<file path="src/rtl/if_slice.sv">
// Instruction-fetch stage: owns the PC, runs a one-outstanding-request handshake to imem, feeds ID.
// Latency: one cycle from imem response to instr; ID stall holds outputs, a response landing under stall parks in a 1-entry skid.
module if_slice #(
   parameter logic [15:0] RESET_PC     = 16'h0000,
   parameter logic [15:0] BUBBLE_INSTR = 16'hF000
) (
   input  logic        clk,
   input  logic        rst_n,
   input  logic        stall,
   input  logic        redirect,
   input  logic [15:0] target,
   input  logic        halt,
   output logic        imem_re,
   output logic [15:0] imem_addr,
   input  logic [15:0] imem_rdata,
   input  logic        imem_rdy,
   output logic [15:0] instr,
   output logic [15:0] PC_inc,
   output logic        instr_valid,
   output logic        halted
);

   typedef enum logic [2:0] {S_RUN, S_WAIT, S_SKID, S_DRAIN, S_HALTED} state_t;

   state_t      state_q, state_d;
   logic [15:0] pc_q, pc_d;
   logic [15:0] instr_q, instr_d;
   logic [15:0] pc_inc_q, pc_inc_d;
   logic        valid_q, valid_d;
   logic [15:0] skid_q, skid_d;
   logic [15:0] drain_addr_q, drain_addr_d;
   logic        started_q;
   logic        req;
   logic        rsp;
   logic [15:0] req_addr;

   always_ff @(posedge clk or negedge rst_n) begin
      if (!rst_n) begin
         state_q      <= S_RUN;
         pc_q         <= RESET_PC;
         instr_q      <= BUBBLE_INSTR;
         pc_inc_q     <= 16'h0000;
         valid_q      <= 1'b0;
         skid_q       <= BUBBLE_INSTR;
         drain_addr_q <= 16'h0000;
         started_q    <= 1'b0;
      end else begin
         state_q      <= state_d;
         pc_q         <= pc_d;
         instr_q      <= instr_d;
         pc_inc_q     <= pc_inc_d;
         valid_q      <= valid_d;
         skid_q       <= skid_d;
         drain_addr_q <= drain_addr_d;
         started_q    <= 1'b1;
      end
   end

   // Request side: RUN only issues once the first post-reset edge has passed.
   always_comb begin
      req      = 1'b0;
      req_addr = pc_q;
      case (state_q)
         S_RUN:   req = started_q;
         S_WAIT:  req = 1'b1;
         S_DRAIN: begin
            req      = 1'b1;
            req_addr = drain_addr_q;
         end
         default: req = 1'b0;
      endcase
      rsp = req & imem_rdy;
   end

   always_comb begin
      state_d      = state_q;
      pc_d         = pc_q;
      instr_d      = instr_q;
      pc_inc_d     = pc_inc_q;
      valid_d      = valid_q;
      skid_d       = skid_q;
      drain_addr_d = drain_addr_q;

      if (halt) begin
         state_d = S_HALTED;
         instr_d = BUBBLE_INSTR;
         valid_d = 1'b0;
      end else if (state_q == S_HALTED) begin
         state_d = S_HALTED;
      end else if (redirect) begin
         // Old request (if still pending) must complete at its own address before the target is fetched.
         pc_d         = target;
         instr_d      = BUBBLE_INSTR;
         valid_d      = 1'b0;
         skid_d       = BUBBLE_INSTR;
         drain_addr_d = req_addr;
         state_d      = (req && !imem_rdy) ? S_DRAIN : S_RUN;
      end else begin
         case (state_q)
            S_RUN, S_WAIT: begin
               if (req) begin
                  if (rsp && !stall) begin
                     instr_d  = imem_rdata;
                     pc_inc_d = pc_q + 16'd1;
                     valid_d  = 1'b1;
                     pc_d     = pc_q + 16'd1;
                     state_d  = S_RUN;
                  end else if (rsp) begin
                     skid_d  = imem_rdata;
                     pc_d    = pc_q + 16'd1;
                     state_d = S_SKID;
                  end else begin
                     if (!stall) begin
                        instr_d = BUBBLE_INSTR;
                        valid_d = 1'b0;
                     end
                     state_d = S_WAIT;
                  end
               end
            end
            S_SKID: begin
               // pc already advanced past the parked word, so it equals that word's PC+1.
               if (!stall) begin
                  instr_d  = skid_q;
                  pc_inc_d = pc_q;
                  valid_d  = 1'b1;
                  state_d  = S_RUN;
               end
            end
            S_DRAIN: begin
               if (rsp) state_d = S_RUN;
            end
            default: state_d = S_HALTED;
         endcase
      end
   end

   assign imem_re     = req;
   assign imem_addr   = req_addr;
   assign instr       = instr_q;
   assign PC_inc      = pc_inc_q;
   assign instr_valid = valid_q;
   assign halted      = (state_q == S_HALTED);

endmodule

</file>
<file path="config.mk">
export PLATFORM = sky130hd
export DESIGN_NAME = if_slice
export DESIGN_NICKNAME = d
export VERILOG_FILES = /design/src/rtl/if_slice.sv
export SDC_FILE = /design/constraint.sdc
export NUM_CORES = 1
export LEC_CHECK = 0
export BUFFER_PORTS_ARGS = -buffer_cell sky130_fd_sc_hd__buf_2
export CORE_AREA = 2 2 93 95
export DETAILED_ROUTE_END_ITERATION = 7
export DIE_AREA = 0 0 95 97
export GPL_ROUTABILITY_DRIVEN = 0
export PLACE_DENSITY = 0.78
export SLEW_MARGIN = 20
export SYNTH_ARGS = -nofsm -noshare
export SYNTH_HDL_FRONTEND = slang
export SYNTH_SLANG_ARGS = --single-unit
</file>
<file path="constraint.sdc">
create_clock -name clk -period 2.16 [get_ports clk]
set_clock_uncertainty 0.05 [all_clocks]
set_input_delay 0.54 -clock clk [delete_from_list [all_inputs] [get_ports clk]]
set_output_delay 0.54 -clock clk [all_outputs]
set_load 0.03 [all_outputs]
</file>
# --- Word-level counts from Yosys, hierarchy flattened ---
# Index checks and enable logic that the tools add are counted.
classes:
  n_eq_ne: 16
  muxes: 44
  n_reduce_logical: 19
  multipliers: 0
  magnitude_cmp: 0
  bitwise_logic: 4
  div: 0
  addsub: 1
  shift: 0
op_table:
  columns: ["cell", "n"]
  rows:
  - ["two-way mux 16 bit", 22]
  - ["one-hot mux 16 bit (2 select lines)", 2]
  - ["inequality test 5 bit (second input constant)", 5]
  - ["two-way mux 3 bit", 6]
  - ["adder 16 x 1 -> 16 bit (second input constant)", 1]
  - ["AND reduction 6 bit", 2]
  - ["inequality test 2 bit (second input constant)", 5]
  - ["one-hot mux 3 bit (3 select lines)", 1]
  - ["two-way mux 1 bit", 8]
  - ["inequality test 4 bit (second input constant)", 2]
  - ["nonzero test 2 bit", 4]
  - ["AND reduction 7 bit", 1]
  - ["== test 3 x 2 -> 1 bit (second input constant)", 2]
  - ["two-way mux 2 bit", 3]
  - ["AND reduction 3 bit", 2]
  - ["AND reduction 5 bit", 1]
  - ["one-hot mux 1 bit (2 select lines)", 2]
  - ["nonzero test 4 bit", 1]
  - ["OR reduction 2 bit", 2]
  - ["== test 3 x 1 -> 1 bit (second input constant)", 1]
  - ["== test 3 bit (second input constant)", 1]
  - ["zero test 3 bit", 1]
  - ["NOT 1 bit", 3]
  - ["nonzero test 3 bit", 1]
  - ["3 further kinds", 5]
totals:
  regBits: 85
  elab_cells: 92
  mem_count: 0
  output_inout_bits: 51
  inputBits: 38
  mem_bits_ro: 0
  latchBits: 0
  ram_bits: 0

# --- Depth between registers and ports, before layout ---
depth:
  depth_word: 11
  mapped_depth: 6
  depth_no_buf: 5

# --- Worst setup path before layout ---
# No wires, ideal clock.
synth_timing:
  path_type: "register to register"
  startpoint: "register state_q[2]"
  endpoint: "register pc_q[15]"
  t_required_ps: 1988
  t_arrival_ps: 2281
  path_stages_with_launch: 7
  setup_slack_ps: -293
  setup_time_ps: 122
  n_path_buf: 2
  synth_period_minus_slack_ps: 2453
  path_cell_list: "dfrtp_1 -> buf_2 -> nor3b_1 -> nor3_1 -> or2_2 -> clkbuf_1 -> o2111a_1"
synth_between:
  word_cells_on_any_way: 18
  cone_classes: "eq/ne: 3; mux: 5; bitwise: 2; reduce/logical: 8"
synth_rtl:
  columns: ["item", "line_no", "rtl"]
  rows:
  - ["start, declared", "25", "state_t state_q, state_d;"]
  - ["start signal, assigned", "48", "state_q <= state_d;"]
  - ["== test 3 bit", null, null]
  - ["via halted", "20", "output logic halted"]
  - ["NOT 1 bit (no line)", null, null]
  - ["AND reduction 5 bit (no line)", null, null]
  - ["end signal, assigned", "49", "pc_q <= pc_d;"]
  - ["end, declared", "26", "logic [15:0] pc_q, pc_d;"]
# The timed path passes the listed nets, and every way through them passes these cells. The select of a mux whose other input is x is not followed.
# A chain may end at the register's enable or synchronous reset.

# --- Worst setup path in the final report ---
layout_timing:
  startpoint: "register state_q[0]"
  endpoint: "output port imem_addr[12]"
layout_between:
  elab_chain_cells: 2
layout_rtl:
  columns: ["item", "line_no", "rtl"]
  rows:
  - ["== test 3 x 2 -> 1 bit", "63", "case (state_q)"]
  - ["two-way mux 16 bit", "63", null]
  - ["end, declared", "14", "output logic [15:0] imem_addr,"]
# No other way between the ends.

==> qor.csv <==
metric,value,unit
irDropWorstVdd,0.425,mV
clock-root-buffer,clkbuf_8,
fillers,642,
grt_first_pass_wirelength,18.2,mm
synth_nets,458,
postRouteAntennaNets,0,
grt_usage,0.251,
r2r_slack,0.09,ns
cts_tree,done,
critical_path.max_stage_delay,0.42,ns
netlist_area,4410,um^2
diodes,0,
tightest_slew,0.623,ns
rsz0062_at_grt,yes,
yosysWarnings,0,
required,1.57,ns
timing.hold.ws,0.0671,ns
core-area,8130,um^2
syn2layout_area_growth,25.0,%
dp.cells,610,
cp-end-kind,primary output,
wirelength,11.3,mm
dr.first_iter.drc_count,217,
relSlewSlack,0.581,
vias,3780,
critPathSlowestCell,dfrtp_2,
grt_max_degree,37,
initial_core_util,0.542,
final_max_slew_viol_count,0,
setup_slack,0.0219,ns
via_per_inst,5.99,
postSynthCellCount,419,
clk_pin_slew_worst_paths,0.08,ns
seq_area_frac_synth,0.485,
worst-path-max-fanout,8,
fmax,0.468,GHz
clk_latency,0.36,ns
synthMuxAreaShare,0.137,
wl_per_cell,17.9,um
ys_top_cells_by_area,"dfrtp_1 44%, mux2_2 10%, dfstp_2 4.8%",
grt_pass1_vias,3670,
synth_top_family_by_area,compound AO/OA/AOI/OAI gates,
path_cells,nand3_4 > buf_12 > mux2_2 > buf_4,
drc,0,
yosys.area_share.simple,0.137,
htree_levels,3,
maxCapViolCount,0,
finalHoldViolCount,0,
final_nets,560,
grt_overflow_total,0,
p_per_area,616,nW/um^2
finalCritPeriodShare,0.990,
ioPinCount,89,
cts.sinks,85,
start_kind,register,
num_rows,33,
yosysTopAreaCellShare,0.437,
die_width,95,um
synth_seq_cells,85,
avgSynthCellArea,10.5,um^2
fin_cells,631,
path_class,register to primary output,
clk_path_buf_depth,2,
synth.distinct_cells,59,
dp_hpwl,7.95,mm
synth-edff-count,0,
crit_arrival,1.55,ns
drive_gt1_frac,0.392,
leakagePower,0.00260,uW
period_needed,2.14,ns
synth-compound-area-share,0.173,
status,"finished, final reports clean",
synth_fa_ha_area_frac,0.00284,
drt_pass1_iterations,5,
synthFlopType,dfrtp_1,
async_flop_share,1.00,
antenna_found_initial,0,
yosys.area.top_type,dfrtp_1,
die_h,97,um
dieArea,9220,um^2
portBuffers,88,
place_ws,0.144,ns
final-setup-viol-count,0,
cts_made_buffers,9,
synth-xor-area-share,0.0219,
min_path_type,primary input to asynchronous set/reset pin,
kinds of logic (layout without fill, tap and decap cells):
family | count (synthesis) | count (layout)
AOI/OAI and AO/OA | 107 | 107
xor gates and xnor gates | 11 | 11
adders and majority gates | 1 | 1
buffers and inverters | 44 | 151
DFF | 85 | 85
muxes | 55 | 55
other | 1 | 1
and+or+nand+nor | 115 | 115
worst paths after layout:
path | startpoint | endpoint | cells past startpoint
max in group asynchronous | rst_n | pc_q[9] | 2
hold reg to reg | instr[12] | instr[12] | 2
setup reg to reg | state_q[0] | instr[0] | 6
min in group clk | imem_rdata[14] | skid_q[14] | 2
hold / removal | rst_n | instr[8] | 1
setup / recovery | state_q[0] | imem_addr[12] | 4
through the flow:
step / utilization / power [uW] / setup TNS [ns] / instance area (um^2)
after floorplan: - / 1930 / 0 / 4410
after global placement: 0.629 / 2090 / 0 / 5110
after detailed placement: 0.629 / 2110 / 0 / 5110
after CTS: 0.663 / 3360 / 0 / 5390
after global routing: 0.677 / 3510 / -0.0984 / 5510
final: 0.677 / 3400 / 0 / 5510
per-layer routing:
metal	global-route usage	up-vias	part of all wire	wire length [um]
met3	0.0296	23	0.068	763
li1	-	1754	-	-
met1	0.359	1839	0.43	4870
met5	0	-	0	0
met4	0.0936	0	0.021	238
met2	0.393	164	0.48	5400
power by group:
group	internal (uW)	total (uW)	leakage, uW	switching (uW)
clock network	716	1280	0.000110	562
logic	187	425	0.00136	239
registers	1640	1690	0.00113	52.1
registers in the layout (all words and copies together), names as in the netlist:
signal and cells:
PC_inc 16, pc_q 16, instr 16, started_q 1
skid_q 16, instr_valid 1, state_q 3, drain_addr_q 16
worst max-delay path, delay by kind of cell, from the launching register on:
| kind | cells | cell delay (ns) |
|---|---|---|
| muxes | 1 | 0.35 |
| DFF | 1 | 0.42 |
| and+or+nand+nor | 1 | 0.11 |
| buffers and inverters | 2 | 0.32 |
cell usage in the layout (no fill, tap or decap), types with 3 or more instances in the layout:
master     instances
o31ai_1            4
nor2_1            21
a32oi_1            3
nand2_1           28
and3_1             3
buf_2             71
buf_4             42
xor2_1             3
o22a_1             4
o22ai_1            9
xnor2_1            8
a21oi_1           10
o2bb2ai_1         12
dfrtp_1           75
buf_12             3
or3_1              3
nand4_1            4
nor3_1            20
mux2_2            35
o21ai_0           24
nand3_1            8
buf_6              9
mux2i_1           14
clkbuf_8          11
a31oi_1            5
dfstp_2            8
mux2_4             6
nor4_1             7
a22o_1            14
inv_1              8
a22oi_1            5
repair_timing:
item	CTS	global route
resized for setup	10	45
pin swaps	0	1
endpoints found under the setup margin	16	16
setup buffers	3	1
endpoints found under the hold margin	0	0
cloned	1	0
hold buffers	0	0
area by class of cell:
class / instances / area [um^2] / share of cell area
clock buffers: 13 / 159 / 0.0288
clock inverters: 3 / 67.6 / 0.0123
inverters: 9 / 33.8 / 0.00613
multi-input cells: 290 / 2130 / 0.387
flip-flops and latches: 85 / 2140 / 0.388
well taps: 105 / 131 / 0.0238
repair buffers: 126 / 847 / 0.154
Yosys cell counts (all sizes together) (8+ instances only):
| cell | number |
|---|---|
| a21oi | 11 |
| a22o | 14 |
| buf | 20 |
| clkbuf | 15 |
| dfrtp | 77 |
| dfstp | 8 |
| inv | 9 |
| mux2 | 41 |
| mux2i | 14 |
| nand2 | 29 |
| nand3 | 9 |
| nor2 | 21 |
| nor3 | 21 |
| nor4 | 8 |
| o21ai | 24 |
| o22ai | 9 |
| o2bb2ai | 12 |
| xnor2 | 8 |
Power figures use the tool's default switching activity.
